`src/rtl/mem_arbiter_if.sv`:
```
// mem_arbiter_if: bundle of the CPU, DMA and memory-side signals of the
// tiny16 main-memory arbiter.
//   cpu_*  : CPU request/qualifiers in, grant and read return out
//   dma_*  : DMA request/qualifiers in, grant and read return out
//   mem_*  : registered memory strobe/we/addr/wdata out, mem_rdata in
// slave  : the arbiter's view
// master : the view of the surrounding system (requesters and memory)
interface mem_arbiter_if;
    logic        cpu_req;
    logic        cpu_we;
    logic [15:0] cpu_addr;
    logic [15:0] cpu_wdata;
    logic        cpu_lock;
    logic        cpu_gnt;
    logic        cpu_rvalid;
    logic [15:0] cpu_rdata;

    logic        dma_req;
    logic        dma_we;
    logic [15:0] dma_addr;
    logic [15:0] dma_wdata;
    logic        dma_gnt;
    logic        dma_rvalid;
    logic [15:0] dma_rdata;

    logic        mem_en;
    logic        mem_we;
    logic [15:0] mem_addr;
    logic [15:0] mem_wdata;
    logic [15:0] mem_rdata;

    modport slave (
        input  cpu_req, cpu_we, cpu_addr, cpu_wdata, cpu_lock,
        output cpu_gnt, cpu_rvalid, cpu_rdata,
        input  dma_req, dma_we, dma_addr, dma_wdata,
        output dma_gnt, dma_rvalid, dma_rdata,
        output mem_en, mem_we, mem_addr, mem_wdata,
        input  mem_rdata
    );

    modport master (
        output cpu_req, cpu_we, cpu_addr, cpu_wdata, cpu_lock,
        input  cpu_gnt, cpu_rvalid, cpu_rdata,
        output dma_req, dma_we, dma_addr, dma_wdata,
        input  dma_gnt, dma_rvalid, dma_rdata,
        input  mem_en, mem_we, mem_addr, mem_wdata,
        output mem_rdata
    );
endinterface

```
`src/rtl/mem_arbiter.sv`:
```
// mem_arbiter: two-requester arbiter for the tiny16 single-port main memory.
// The CPU has priority; a saturating starvation counter lets the DMA win
// after STARVE_LIMIT consecutive denied cycles, and the CPU can lock the bus
// across read-modify-write sequences. One transfer per cycle; read data is
// steered back to the requester that issued the read.
// Ports:
//   clk  : system clock, rising edge
//   rst  : synchronous, active-low reset
//   bus  : mem_arbiter_if.slave (CPU/DMA request side and memory side)
// Parameter:
//   STARVE_LIMIT : denied DMA cycles before DMA overrides the CPU (1..15)
module mem_arbiter #(
    parameter int STARVE_LIMIT = 3
) (
    input  logic         clk,
    input  logic         rst,
    mem_arbiter_if.slave bus
);

    localparam logic [3:0] LIMIT = 4'(STARVE_LIMIT);

    typedef enum logic {
        UNLOCKED = 1'b0,
        LOCKED   = 1'b1
    } lock_state_t;

    lock_state_t state_reg, state_next;
    logic [3:0]  starve_cnt_reg, starve_cnt_next;

    logic cpu_gnt, dma_gnt;
    logic cpu_xfer, dma_xfer;

    logic        mem_en_reg, mem_we_reg;
    logic [15:0] mem_addr_reg, mem_wdata_reg;

    // Read tag pipeline: stage 1 rides with mem_en, stage 2 lines up with
    // the cycle in which the memory's synchronous read data is valid.
    logic rd_cpu_reg, rd_dma_reg;
    logic ret_cpu_reg, ret_dma_reg;

    // Grant selection, lock next-state and starvation counter.
    always_comb begin
        cpu_gnt         = 1'b0;
        dma_gnt         = 1'b0;
        state_next      = state_reg;
        starve_cnt_next = starve_cnt_reg;

        if (rst) begin
            if (state_reg == LOCKED) begin
                cpu_gnt = bus.cpu_req;
            end else if (bus.dma_req && (starve_cnt_reg == LIMIT)) begin
                dma_gnt = 1'b1;
            end else if (bus.cpu_req) begin
                cpu_gnt = 1'b1;
            end else begin
                dma_gnt = bus.dma_req;
            end
        end

        cpu_xfer = bus.cpu_req & cpu_gnt;
        dma_xfer = bus.dma_req & dma_gnt;

        // Only an actual CPU transfer changes the lock; idle CPU cycles
        // leave it held.
        if (cpu_xfer) begin
            state_next = bus.cpu_lock ? LOCKED : UNLOCKED;
        end

        // Counting continues while locked so the override is ready at the
        // first unlocked cycle.
        if (!bus.dma_req || dma_xfer) begin
            starve_cnt_next = 4'd0;
        end else if (starve_cnt_reg < LIMIT) begin
            starve_cnt_next = starve_cnt_reg + 4'd1;
        end
    end

    always_ff @(posedge clk) begin
        if (!rst) begin
            state_reg      <= UNLOCKED;
            starve_cnt_reg <= 4'd0;
            mem_en_reg     <= 1'b0;
            mem_we_reg     <= 1'b0;
            mem_addr_reg   <= 16'd0;
            mem_wdata_reg  <= 16'd0;
            rd_cpu_reg     <= 1'b0;
            rd_dma_reg     <= 1'b0;
            ret_cpu_reg    <= 1'b0;
            ret_dma_reg    <= 1'b0;
        end else begin
            state_reg      <= state_next;
            starve_cnt_reg <= starve_cnt_next;
            mem_en_reg     <= cpu_xfer | dma_xfer;
            if (cpu_xfer) begin
                mem_we_reg    <= bus.cpu_we;
                mem_addr_reg  <= bus.cpu_addr;
                mem_wdata_reg <= bus.cpu_wdata;
            end else if (dma_xfer) begin
                mem_we_reg    <= bus.dma_we;
                mem_addr_reg  <= bus.dma_addr;
                mem_wdata_reg <= bus.dma_wdata;
            end else begin
                // Idle: address/data hold, write enable drops.
                mem_we_reg    <= 1'b0;
            end
            rd_cpu_reg  <= cpu_xfer & ~bus.cpu_we;
            rd_dma_reg  <= dma_xfer & ~bus.dma_we;
            ret_cpu_reg <= rd_cpu_reg;
            ret_dma_reg <= rd_dma_reg;
        end
    end

    assign bus.cpu_gnt    = cpu_gnt;
    assign bus.dma_gnt    = dma_gnt;
    assign bus.mem_en     = mem_en_reg;
    assign bus.mem_we     = mem_we_reg;
    assign bus.mem_addr   = mem_addr_reg;
    assign bus.mem_wdata  = mem_wdata_reg;
    assign bus.cpu_rvalid = ret_cpu_reg;
    assign bus.dma_rvalid = ret_dma_reg;
    assign bus.cpu_rdata  = ret_cpu_reg ? bus.mem_rdata : 16'd0;
    assign bus.dma_rdata  = ret_dma_reg ? bus.mem_rdata : 16'd0;

endmodule
```
`src/flat_wrapper.sv`:
```
// flat-port wrapper written by rule: the top's interface ports become plain ports
module mem_arbiter_flat 
#(
    parameter int STARVE_LIMIT = 3
)
  (clk, rst, bus_cpu_req, bus_cpu_we, bus_cpu_addr, bus_cpu_wdata, bus_cpu_lock, bus_cpu_gnt, bus_cpu_rvalid, bus_cpu_rdata, bus_dma_req, bus_dma_we, bus_dma_addr, bus_dma_wdata, bus_dma_gnt, bus_dma_rvalid, bus_dma_rdata, bus_mem_en, bus_mem_we, bus_mem_addr, bus_mem_wdata, bus_mem_rdata);
  mem_arbiter_if bus_i ();
  input  logic clk;
  input  logic rst;
  input wire logic [$bits(bus_i.cpu_req)-1:0] bus_cpu_req;
  input wire logic [$bits(bus_i.cpu_we)-1:0] bus_cpu_we;
  input wire logic [$bits(bus_i.cpu_addr)-1:0] bus_cpu_addr;
  input wire logic [$bits(bus_i.cpu_wdata)-1:0] bus_cpu_wdata;
  input wire logic [$bits(bus_i.cpu_lock)-1:0] bus_cpu_lock;
  output wire logic [$bits(bus_i.cpu_gnt)-1:0] bus_cpu_gnt;
  output wire logic [$bits(bus_i.cpu_rvalid)-1:0] bus_cpu_rvalid;
  output wire logic [$bits(bus_i.cpu_rdata)-1:0] bus_cpu_rdata;
  input wire logic [$bits(bus_i.dma_req)-1:0] bus_dma_req;
  input wire logic [$bits(bus_i.dma_we)-1:0] bus_dma_we;
  input wire logic [$bits(bus_i.dma_addr)-1:0] bus_dma_addr;
  input wire logic [$bits(bus_i.dma_wdata)-1:0] bus_dma_wdata;
  output wire logic [$bits(bus_i.dma_gnt)-1:0] bus_dma_gnt;
  output wire logic [$bits(bus_i.dma_rvalid)-1:0] bus_dma_rvalid;
  output wire logic [$bits(bus_i.dma_rdata)-1:0] bus_dma_rdata;
  output wire logic [$bits(bus_i.mem_en)-1:0] bus_mem_en;
  output wire logic [$bits(bus_i.mem_we)-1:0] bus_mem_we;
  output wire logic [$bits(bus_i.mem_addr)-1:0] bus_mem_addr;
  output wire logic [$bits(bus_i.mem_wdata)-1:0] bus_mem_wdata;
  input wire logic [$bits(bus_i.mem_rdata)-1:0] bus_mem_rdata;
  assign bus_i.cpu_req = bus_cpu_req;
  assign bus_i.cpu_we = bus_cpu_we;
  assign bus_i.cpu_addr = bus_cpu_addr;
  assign bus_i.cpu_wdata = bus_cpu_wdata;
  assign bus_i.cpu_lock = bus_cpu_lock;
  assign bus_cpu_gnt = bus_i.cpu_gnt;
  assign bus_cpu_rvalid = bus_i.cpu_rvalid;
  assign bus_cpu_rdata = bus_i.cpu_rdata;
  assign bus_i.dma_req = bus_dma_req;
  assign bus_i.dma_we = bus_dma_we;
  assign bus_i.dma_addr = bus_dma_addr;
  assign bus_i.dma_wdata = bus_dma_wdata;
  assign bus_dma_gnt = bus_i.dma_gnt;
  assign bus_dma_rvalid = bus_i.dma_rvalid;
  assign bus_dma_rdata = bus_i.dma_rdata;
  assign bus_mem_en = bus_i.mem_en;
  assign bus_mem_we = bus_i.mem_we;
  assign bus_mem_addr = bus_i.mem_addr;
  assign bus_mem_wdata = bus_i.mem_wdata;
  assign bus_i.mem_rdata = bus_mem_rdata;
  mem_arbiter #(.STARVE_LIMIT(STARVE_LIMIT)) u_core (.clk(clk), .rst(rst), .bus(bus_i));
endmodule
```
`config.mk`:
```
export PLATFORM = sky130hd
export DESIGN_NAME = mem_arbiter_flat
export DESIGN_NICKNAME = d
export VERILOG_FILES = /design/src/rtl/mem_arbiter_if.sv /design/src/rtl/mem_arbiter.sv /design/src/flat_wrapper.sv
export SDC_FILE = /design/constraint.sdc
export NUM_CORES = 1
export LEC_CHECK = 0
export ABC_AREA = 1
export BUFFER_PORTS_ARGS = -buffer_cell sky130_fd_sc_hd__buf_4
export CAP_MARGIN = 40
export CELL_PAD_IN_SITES_DETAIL_PLACEMENT = 2
export CELL_PAD_IN_SITES_GLOBAL_PLACEMENT = 2
export CORE_UTILIZATION = 23
export CTS_BUF_LIST = sky130_fd_sc_hd__clkbuf_2
export DETAILED_ROUTE_END_ITERATION = 8
export PLACE_DENSITY_LB_ADDON = 0.1
export SLEW_MARGIN = 5
export SYNTH_ARGS = -nofsm -noshare
export SYNTH_HDL_FRONTEND = slang
export SYNTH_SLANG_ARGS = --single-unit
```
`constraint.sdc`:
```
create_clock -name clk -period 1.5 [get_ports clk]
set_input_delay 0.3 -clock clk [delete_from_list [all_inputs] [get_ports clk]]
set_output_delay 0.3 -clock clk [all_outputs]
set_load 0.03 [all_outputs]
```
Word-level counts from Yosys, hierarchy flattened
Cells that the tools add are included.

cells by class
  add/subtract/negate cells = 1
  magnitude comparators = 1
  equal/unequal tests = 1
  muxes and demuxes = 17
  bitwise gates (word level) = 8
  reductions and logical operators = 5

operators by type and width
  cell                   number
  $mux W16               6
  $mux W1                11
  $add A4 B1 Y4 const B  1
  $and A1 B1 Y1          4
  $eq A4 B2 Y1 const B   1
  $lt A4 B2 Y1 const B   1
  $not A1 Y1             3
  $reduce_bool A2 Y1     1
  $reduce_or A2 Y1       1
  $logic_and A1 B1 Y1    1
  $logic_not A1 Y1       1
  $logic_or A1 B1 Y1     1
  $or A1 B1 Y1           1

storage, ports and cells
  register bits after elaboration = 43
  input bits = 87
  output and inout port bits = 70
  logic and storage cells = 43

Depth between registers and ports, before layout
Gate-level depths: netlist (run 1).

  word-level depth = 8
  depth in mapped cells = 8
  depth with buffers taken out = 7

Worst setup path after synthesis (run 1)
Ideal clock, no wire load.

  kind = register to output
  from = reg u_core.ret_dma_reg (netlist: u_core.bus.dma_rvalid)
  to = out bus_dma_rdata[6]
  arrival time = 1.285 ns
  data required time = 1.200 ns
  path slack = -0.085 ns
  stages on the path, launching flop included = 5
  path buffers = 2
  path through = dfxtp_1 -> clkbuf_1 -> clkbuf_1 -> nand2_1 -> inv_1

on the way
  longest elaborated chain between the ends = 1

RTL lines
  item                      RTL line            source
  start: declaration        mem_arbiter.sv:39   logic ret_cpu_reg, ret_dma_reg;
  start signal: assignment  mem_arbiter.sv:109  ret_dma_reg <= rd_dma_reg;
  $mux W16                  mem_arbiter.sv:122  assign bus.dma_rdata = ret_dma_reg ? bus.mem_rdata : 16'd0;
  end: declaration          flat_wrapper.sv:24  output wire logic [$bits(bus_i.dma_rdata)-1:0] bus_dma_rdata;

Every way passes these cells.

Worst setup path after layout (run 1)
  from = reg u_core.starve_cnt_reg[0]
  to = out bus_dma_gnt

on the way
  longest elaborated chain between the ends = 5

RTL lines
  item                      RTL line            source
  start: declaration        mem_arbiter.sv:28   logic [3:0] starve_cnt_reg, starve_cnt_next;
  start signal: assignment  mem_arbiter.sv:92   starve_cnt_reg <= starve_cnt_next;
  $eq A4 B2 Y1              mem_arbiter.sv:51   end else if (bus.dma_req && (starve_cnt_reg == LIMIT)) begin
  $logic_and A1 B1 Y1       mem_arbiter.sv:51
  $mux W1                   mem_arbiter.sv:51
  $mux W1                   mem_arbiter.sv:49   if (state_reg == LOCKED) begin
  $mux W1                   mem_arbiter.sv:48   if (rst) begin
  end: declaration          flat_wrapper.sv:22  output wire logic [$bits(bus_i.dma_gnt)-1:0] bus_dma_gnt;

Every way passes these cells.

==> impl_metrics.toml, run 1 <==
[outcome]
outcome = "complete, but fails checks"
failed_checks = "setup timing"

[logic_synthesis]
synth_top_family_by_area = "simple AND/OR/NAND/NOR gates"
synth-compound-area-share = 0.104
synth_cells = 364
syn_avg_cell_area_um2 = 7.33
synth_seq_cells = 43
synth_cell_type_count = 24
ys_warn_count = 0
yosys.area_share.simple = 0.389
ys_seq_area_frac = 0.323
synthAdderAreaFrac = 0.00469
synth_xor_xnor_area_share = 0.00328
synth.area.mux_share = 0
syn_area_um2 = 2670
syn_nets = 452

[pwr]
p_int_w = 0.00174
p_clk_frac = 0.175
p_sw_w = 0.000925
ir_worst_vdd_mv = 0.248
pwr-share-seq = 0.471
finalPower_w = 0.00266
pwr-share-comb = 0.354
p_sw_frac = 0.348
p_per_area_nw_per_um2 = 567
p_leak_nw = 2.50

[route]
firstDrtPassIters = 4
wl_met3_um = 878
totalWireLength_mm = 11.3
dr_total_vias = 3087
detail-route-antenna-nets = 0
wl_per_cell_um = 16.6
met2_length_mm = 5.91
route.detailed.drc = 0
via_per_inst = 4.51
drt-met1-wl_mm = 4.48
top_layer_used = "met4"
drt_iter0_markers = 76

[sta]
finalMaxSlewViolations = 0
rsz0062_at_grt = "true"
tightest_slew_ns = 0.311
setup_viol = 2
relSlewSlack = 0.792
period_needed_ns = 1.63
finalHoldViolations = 0
skew_ns = 0.0200
fmax_mhz = 612
setup_slack_ns = -0.134
period_share = 1.09

[global_route]
grt_pass1_vias = 3270
grt_max_degree = 22
grt_first_pass_wirelength_mm = 16.4
antenna_found_initial = 0
grt_overflow = 0
grt_usage = 0.177

[clock_tree]
clock_latency_ns = 0.38
h-tree-depth = 2
clockBufferDepth = 2
clock-sinks = 43
cts_tree = "yes"
cts_root_buf = "clkbuf_2"
clk_pin_slew_worst_paths_ns = 0.21
cts_made_buffers = 5

[final_layout]
finish.cell_count_without_fillers = 684
diodes = 0
area_delta_synth_final_pct = 75.9
fillers = 1275
nets = 632
final_common_cell = "buf_4"
drive_gt1_frac = 0.636
layout_common_cells = "buf_4, nand3_1, nand2_1"

[floorplan]
chipWidth_um = 110
ioPinCount = 157
die-area_um2 = 12000
core_um2 = 11100
rows = 38
die_h_um = 110
start_util = 0.241

[setup_path]
end_kind = "output port"
cp-start-kind = "register"
startpoint = "u_core.starve_cnt_reg[0]"
reg2reg_depth = 8
critPathKind = "reg -> out"
crit_fanout = 2
crit_arrival_ns = 1.33
rr_startpoint = "u_core.starve_cnt_reg[0]"
cp.required_ns = 1.20

[min_path]
worstHoldPathType = "in -> reg"
worst_hold_startpoint = "bus_cpu_lock"
holdPathStages = 3

[placement]
hpwlAfterDp_mm = 8.00
gp_congestion = 0.709
port_buffers = 156
dpl.cell_count = 658

[flow_run]
cap_viol_max_count = 0
==> worst max-delay path, stage by stage, from the launching register on <==
cell and delay, ns:
dfxtp_4 0.41, ha_4 0.16, nand2_4 0.06, nand2_4 0.08, nand2_4 0.06, inv_2 0.07, buf_6 0.13
==> synth_stat cells, drive strengths merged <==
library cell | n | area (um2)
a21oi | 33 | 278
buf | 18 | 169
clkbuf | 7 | 26.3
clkinv | 1 | 5.00
dfxtp | 43 | 861
ha | 1 | 12.5
inv | 72 | 270
nand2 | 80 | 332
nand3 | 100 | 648
nor2 | 8 | 56.3
xor2 | 1 | 8.76
==> cells by family (layout without fill, tap and decap cells) <==
logic type               Yosys count  count (layout)
AND/OR/NAND/NOR                  188             188
AO/OA/AOI/OAI                     33              33
flip-flops                        43              43
adder cells (fa/ha/maj)            1               1
XOR/XNOR                           1               1
buffers and inverters             98             278
==> power by group through the flow <==
| stage | logic [W] | registers (W) | clock network [W] |
|---|---|---|---|
| 5_1_grt | 0.00102 | 0.00126 | 0.000552 |
| 2_1_floorplan | 0.000339 | 0.00139 | 0 |
| 3_3_place_gp | 0.000826 | 0.00128 | 0 |
| 6_report | 0.000943 | 0.00125 | 0.000465 |
| 3_5_place_dp | 0.000841 | 0.00128 | 0 |
| 4_1_cts | 0.000873 | 0.00126 | 0.000504 |
==> worst paths after layout <==
kind	end	slack, ns
setup / recovery	bus_dma_gnt	-0.13
hold / removal	u_core.state_reg	0.13
setup reg to reg	u_core.bus.mem_wdata[15]	0.06
hold reg to reg	u_core.bus.cpu_rvalid	0.46
==> cell type report <==
class / count / area [um2] / area share
Multi-Input combinational cell: 223 / 1570 / 0.335
Sequential cell: 43 / 880 / 0.188
Clock buffer: 5 / 25.0 / 0.00533
Inverter: 73 / 278 / 0.0592
Tap cell: 140 / 175 / 0.0373
Clock inverter: 2 / 8.76 / 0.00187
Timing Repair Buffer: 198 / 1750 / 0.374
==> metal layers <==
layer | track usage | vias up
met5 | 0 | -
met3 | 0.0539 | 4
li1 | - | 1490
met2 | 0.332 | 106
met4 | 0.0286 | 0
met1 | 0.198 | 1487
==> stage by stage <==
stage	setup TNS [ns]	util	worst slack [ns]	instance area, um2	hold slack, ns
floorplan	0	-	0.00292	2670	0.372
global placement	0	0.361	0.0983	4000	0.404
detailed placement	0	0.361	0.0301	4000	0.412
CTS	-0.335	0.385	-0.190	4270	0.0252
global route	-2.34	0.423	-0.246	4690	0.0817
finish	-0.253	0.423	-0.134	4690	0.129
==> what timing repair did <==
action	4_1_cts	5_1_grt
hold buffers	0	2
pin swaps	7	16
setup buffers	9	3
cloned	4	2
setup endpoints to repair	38	55
gates resized for setup	47	122
endpoints found under the hold margin	0	2
Power figures use the tool's default switching activity.
==> run 2: changes to the inputs <==
==> constraint.sdc (replaced) <==
create_clock -name clk -period 1.5 [get_ports clk]
set_input_delay 0.15 -clock clk [delete_from_list [all_inputs] [get_ports clk]]
set_output_delay 0.15 -clock clk [all_outputs]
set_load 0.03 [all_outputs]
==> run 2 against run 1 <==
Cell area is 4.6% lower. The run still ends with setup timing left. Critical path type unchanged. Sequential power hardly changed. Clock power is 11% higher. Clock-buffer cell count is 1 higher. Largest cell class unchanged. Non-clock buffer count is 2 lower.
==> impl_metrics.toml, run 2 (synthesis gave the netlist of run 1 again) <==
[global_route]
grt_max_degree = 23
use_met1 = 0.206
grt_overflow = 0
grt_pass1_vias = 3247
gr-max-usage-layer = "met2"
grt_util_met3 = 0.0385
grt_first_pass_wirelength_mm = 16.3
grt_usage = 0.176
use_met2 = 0.330
antenna_found_initial = 0

[sta]
tns_ns = -1.56
relSlewSlack = 0.803
tightest_slew_ns = 0.295
skew_ns = 0.0334
rsz0062_at_grt = "true"
fmax_mhz = 623
finalMaxSlewViolations = 0
setup_viol = 34
finalHoldViolations = 0
period_share = 1.07
period_needed_ns = 1.61
setup_slack_ns = -0.106

[floorplan]
die-area_um2 = 12000
ioPinCount = 157
chipWidth_um = 110
rows = 38
core_um2 = 11100
die_h_um = 110
start_util = 0.241

[route]
route.detailed.drc = 0
wl_per_cell_um = 15.9
firstDrtPassIters = 3
drt_iter0_markers = 70
via_per_inst = 4.49
detail-route-antenna-nets = 0
totalWireLength_mm = 10.8
dr_total_vias = 3065

[pwr]
p_sw_frac = 0.344
p_clk_frac = 0.192
ir_worst_vdd_mv = 0.291
pwr-share-seq = 0.469
p_leak_nw = 2.38
p_per_area_nw_per_um2 = 601
p_int_w = 0.00177
pwr-share-comb = 0.339
p_sw_w = 0.000924

[clock_tree]
clk_pin_slew_worst_paths_ns = 0.24
clock_latency_ns = 0.40
clock-sinks = 43
cts_tree = "yes"
clockBufferDepth = 2
cts_root_buf = "clkbuf_2"
h-tree-depth = 2
cts_made_buffers = 5

[placement]
gp_congestion = 0.683
post_dp_cell_area_um2 = 4040
port_buffers = 156
hpwlAfterDp_mm = 8.04
place_ws_ns = 0.0728

[final_layout]
area_delta_synth_final_pct = 67.8
layout_common_cells = "buf_4, nand2_1, nand3_1"
final_common_cell = "buf_4"
nets = 630
drive_gt1_frac = 0.508
diodes = 0
fin_area_um2 = 4470

[min_path]
worstHoldPathType = "in -> reg"

[flow_run]
cap_viol_max_count = 0

[setup_path]
end_kind = "output port"
slowest_delay_ns = 0.39
cp.required_ns = 1.35
cpMaxStageDelayCell = "dfxtp_2"
crit_chain = "ha_4 > buf_4 > nand3_4 > nand2_8 > inv_6 > buf_6"
crit_arrival_ns = 1.46
crit_fanout = 2
cp-start-kind = "register"
critPathKind = "reg -> out"

[outcome]
outcome = "complete, but fails checks"
failed_checks = "setup timing"
run 2: changes by cell type in the layout (fill, tap and decap cells not counted), moves of 6 or more:
cell     previous run  this run
inv_1              36        68
buf_4             147       169
buf_6              39         3
nand2_4            29         3
nand2_1            43        75
nand2_2             7         1
inv_2              35         2
run 2: worst paths after layout:
| check | end | start | slack, ns | cells past startpoint |
|---|---|---|---|---|
| hold reg to reg | u_core.bus.dma_rvalid | u_core.rd_dma_reg | 0.44 | 2 |
| setup reg to reg | u_core.bus.mem_wdata[2] | u_core.starve_cnt_reg[0] | -0.08 | 10 |
| setup / recovery | bus_cpu_gnt | u_core.starve_cnt_reg[0] | -0.11 | 6 |
| hold / removal | u_core.starve_cnt_reg[3] | bus_dma_req | 0.07 | 3 |
run 2: worst max-delay path, delay by kind of cell, from the launching register on:
| family | cells | cell delay, ns |
|---|---|---|
| simple gates | 2 | 0.18 |
| fa+ha+maj | 1 | 0.17 |
| flops | 1 | 0.39 |
| buf+inv | 3 | 0.32 |
run 2: final cells by class:
cell class	count	area, um2
multi-input cells	223	1360
clock inverters	2	12.5
fillers	1325	6600
flip-flops and latches	43	868
repair buffers	196	1750
inverters	73	285
well taps	140	175
clock buffers	6	30.0
run 2: per-stage QoR:
stage	utilization	hold slack [ns]	cells	total power, W
after CTS	0.387	0.0339	677	0.00271
after global placement	0.364	0.322	654	0.00212
after detailed placement	0.364	0.321	654	0.00214
after global routing	0.404	0.0335	683	0.00286
final	0.404	0.0724	683	0.00269
after floorplan	-	0.222	364	0.00173
run 2: timing repair:
item / CTS / global route
endpoints found under the setup margin: 4 / 64
buffers inserted: 9 / 2
endpoints found under the hold margin: 6 / 0
cloned: 1 / 5
resized for setup: 20 / 18
hold buffers: 5 / 0
pin swaps: 6 / 5
run 2: routing by layer:
metal  vias up  wire [um]  share of wire
met2        95       5650           0.52
met5         -          0              0
met3         2        651          0.060
met4         0         31         0.0029
met1      1466       4510           0.42
li1       1502          -              -
run 2: power by group through the flow:
stage	clock, W	combinational [W]	sequential (W)
finish	0.000516	0.000912	0.00126
floorplan	0	0.000339	0.00139
CTS	0.000553	0.000897	0.00126
detailed placement	0	0.000853	0.00128
global placement	0	0.000835	0.00128
global route	0.000603	0.000981	0.00127
==> run 3: changes to the inputs <==
- ABC_AREA: 1 -> 0
- CORE_ASPECT_RATIO: unset -> 0.8
- CORE_UTILIZATION: 23 -> 22
==> run 3 against run 2 <==
The run still ends with setup timing left. Critical path depth is 1 lower. Cell count is 22% lower. Synthesized cell count is 50% lower. Clock power is 80% higher. Highest routed layer unchanged. Largest cell class unchanged. Clock skew is 0.0010 ns higher.
==> impl_metrics.toml, run 3 <==
[placement]
port_buffers = 156
gp_congestion = 0.690
hpwlAfterDp_mm = 6.24
place_ws_ns = -0.0624

[pwr]
p_leak_nw = 2.05
p_per_area_nw_per_um2 = 721
ir_worst_vdd_mv = 0.413
finalPower_w = 0.00318

[logic_synthesis]
syn_nets = 271
synth_cells = 183
yosysTopAreaCellShare = 0.425
ys_seq_area_frac = 0.425
syn_area_um2 = 2020
async_reset_ff_frac = 0
synth_edf_count = 0
ys_warn_count = 0
syn_avg_cell_area_um2 = 11.1
synth_most_common_cell = "dfxtp_1"
synthTopCellsByArea = "dfxtp_1, a221o_1, and2_1"
ys.flop_type = "dfxtp_1"
synth_common_cells = "dfxtp_1, and2_1, a221o_1"
synth_seq_cells = 43
synth_cell_type_count = 27
synth_top_cell_by_area = "dfxtp_1"

[route]
wl_per_cell_um = 21.9
route.detailed.drc = 0
via_per_inst = 4.83
firstDrtPassIters = 4
drt_iter0_markers = 82
detail-route-antenna-nets = 0
totalWireLength_mm = 11.7
dr_total_vias = 2573

[setup_path]
reg2reg_depth = 8
cp.required_ns = 1.35
crit_arrival_ns = 1.80
end_kind = "output port"
critPathKind = "reg -> out"
crit_fanout = 2
cp-start-kind = "register"

[clock_tree]
clock-sinks = 43
h-tree-depth = 2
clock_latency_ns = 0.45
cts_made_buffers = 5
clockBufferDepth = 2
cts_root_buf = "clkbuf_2"
cts_tree = "yes"
clk_pin_slew_worst_paths_ns = 0.29

[sta]
period_needed_ns = 1.95
fmax_mhz = 512
finalHoldViolations = 0
relSlewSlack = 0.701
skew_ns = 0.0344
setup_slack_ns = -0.452
hold_slack_ns = 0.0801
finalMaxSlewViolations = 0
rsz0062_at_grt = "true"
setup_viol = 41
period_share = 1.30
tightest_slew_ns = 0.442

[final_layout]
layout_common_cells = "buf_4, dlygate4sd3_1, dfxtp_1"
final_util = 0.506
area_delta_synth_final_pct = 118
final_common_cell = "buf_4"
nets = 507
drive_gt1_frac = 0.510

[global_route]
grt_usage = 0.225
grt_first_pass_wirelength_mm = 16.2
grt_max_degree = 26
antenna_found_initial = 1
grt_pass1_vias = 2845
grt_overflow = 0

[outcome]
failed_checks = "setup timing"
outcome = "complete, but fails checks"

[min_path]
holdPathStages = 2
worstHoldPathType = "in -> reg"

[floorplan]
die_h_um = 87.8
start_util = 0.232
chipWidth_um = 109
core_um2 = 8710
ioPinCount = 157
rows = 30
die-area_um2 = 9590

[flow_run]
cap_viol_max_count = 0
-- run 3: cell count changes after synthesis, moves of 30 or more --
cell	previous run	this run
nand2_1	75	2
nand3_1	72	0
inv_1	71	0
a21oi_2	30	0
and2_1	0	34
a221o_1	0	32
-- run 3: path summary, 6_finish.rpt --
kind	from	end	slack [ns]
worst max-delay path	u_core.starve_cnt_reg[1]	bus_dma_gnt	-0.45
worst min-delay path	bus_cpu_req	u_core.bus.mem_en	0.08
worst max register to register	u_core.starve_cnt_reg[1]	u_core.bus.mem_wdata[15]	-0.43
worst min register to register	u_core.rd_dma_reg	u_core.bus.dma_rvalid	0.49
-- run 3: layout make-up --
class | count | area [um2]
sequential | 43 | 871
fill | 897 | 4300
antenna | 1 | 2.50
clock buffer | 5 | 25.0
timing repair buffer | 248 | 2200
multi-input combinational | 121 | 1100
clock inverter | 3 | 71.3
tap | 112 | 140
-- run 3: cell families (layout without fill, tap and decap cells) --
| family | count (synthesis) | in the layout | synth area share |
|---|---|---|---|
| AND/OR/NAND/NOR | 80 | 80 | 0.323 |
| flip-flops | 43 | 43 | 0.425 |
| AO/OA/AOI/OAI | 38 | 38 | 0.187 |
| buffers and inverters | 19 | 256 | 0.0489 |
| adder cells (fa/ha/maj) | 1 | 1 | 0.00618 |
| XOR/XNOR | 1 | 1 | 0.00433 |
| multiplexers | 1 | 1 | 0.00495 |
| other | 0 | 1 | 0 |
-- run 3: critical path, cell delays in order, from the launching register on --
cell and delay, ns:
dfxtp_2 0.42, ha_4 0.14, or3b_4 0.40, a21oi_4 0.18
buf_12 0.12, buf_8 0.11
-- run 3: where the power goes --
group | switching, W | internal [W]
registers | 0.0000512 | 0.00122
clock network | 0.000467 | 0.000460
logic | 0.000442 | 0.000534
-- run 3: repair_timing --
item | 4_1_cts | 5_1_grt
setup endpoints to repair | 61 | 56
gates resized for setup | 14 | 16
hold endpoints to repair | 36 | 0
hold buffers | 67 | 0
buffers inserted | 7 | 5
gates cloned | 2 | 0
pin swaps | 5 | 7
-- run 3: metal layers --
metal	global-route usage	up-vias	part of all wire
met5	0	-	0
met4	0.0533	0	0.016
met3	0.0506	12	0.054
met2	0.429	102	0.53
met1	0.254	1272	0.40
li1	-	1187	-
-- run 3: per-stage QoR --
stage	instances	area, um2	TNS (ns)
after CTS	528	4320	-8.91
after global routing	533	4400	-12.72
after detailed placement	444	3390	-0.865
after floorplan	183	2040	0
final	533	4400	-10.46
after global placement	444	3390	-0.0622
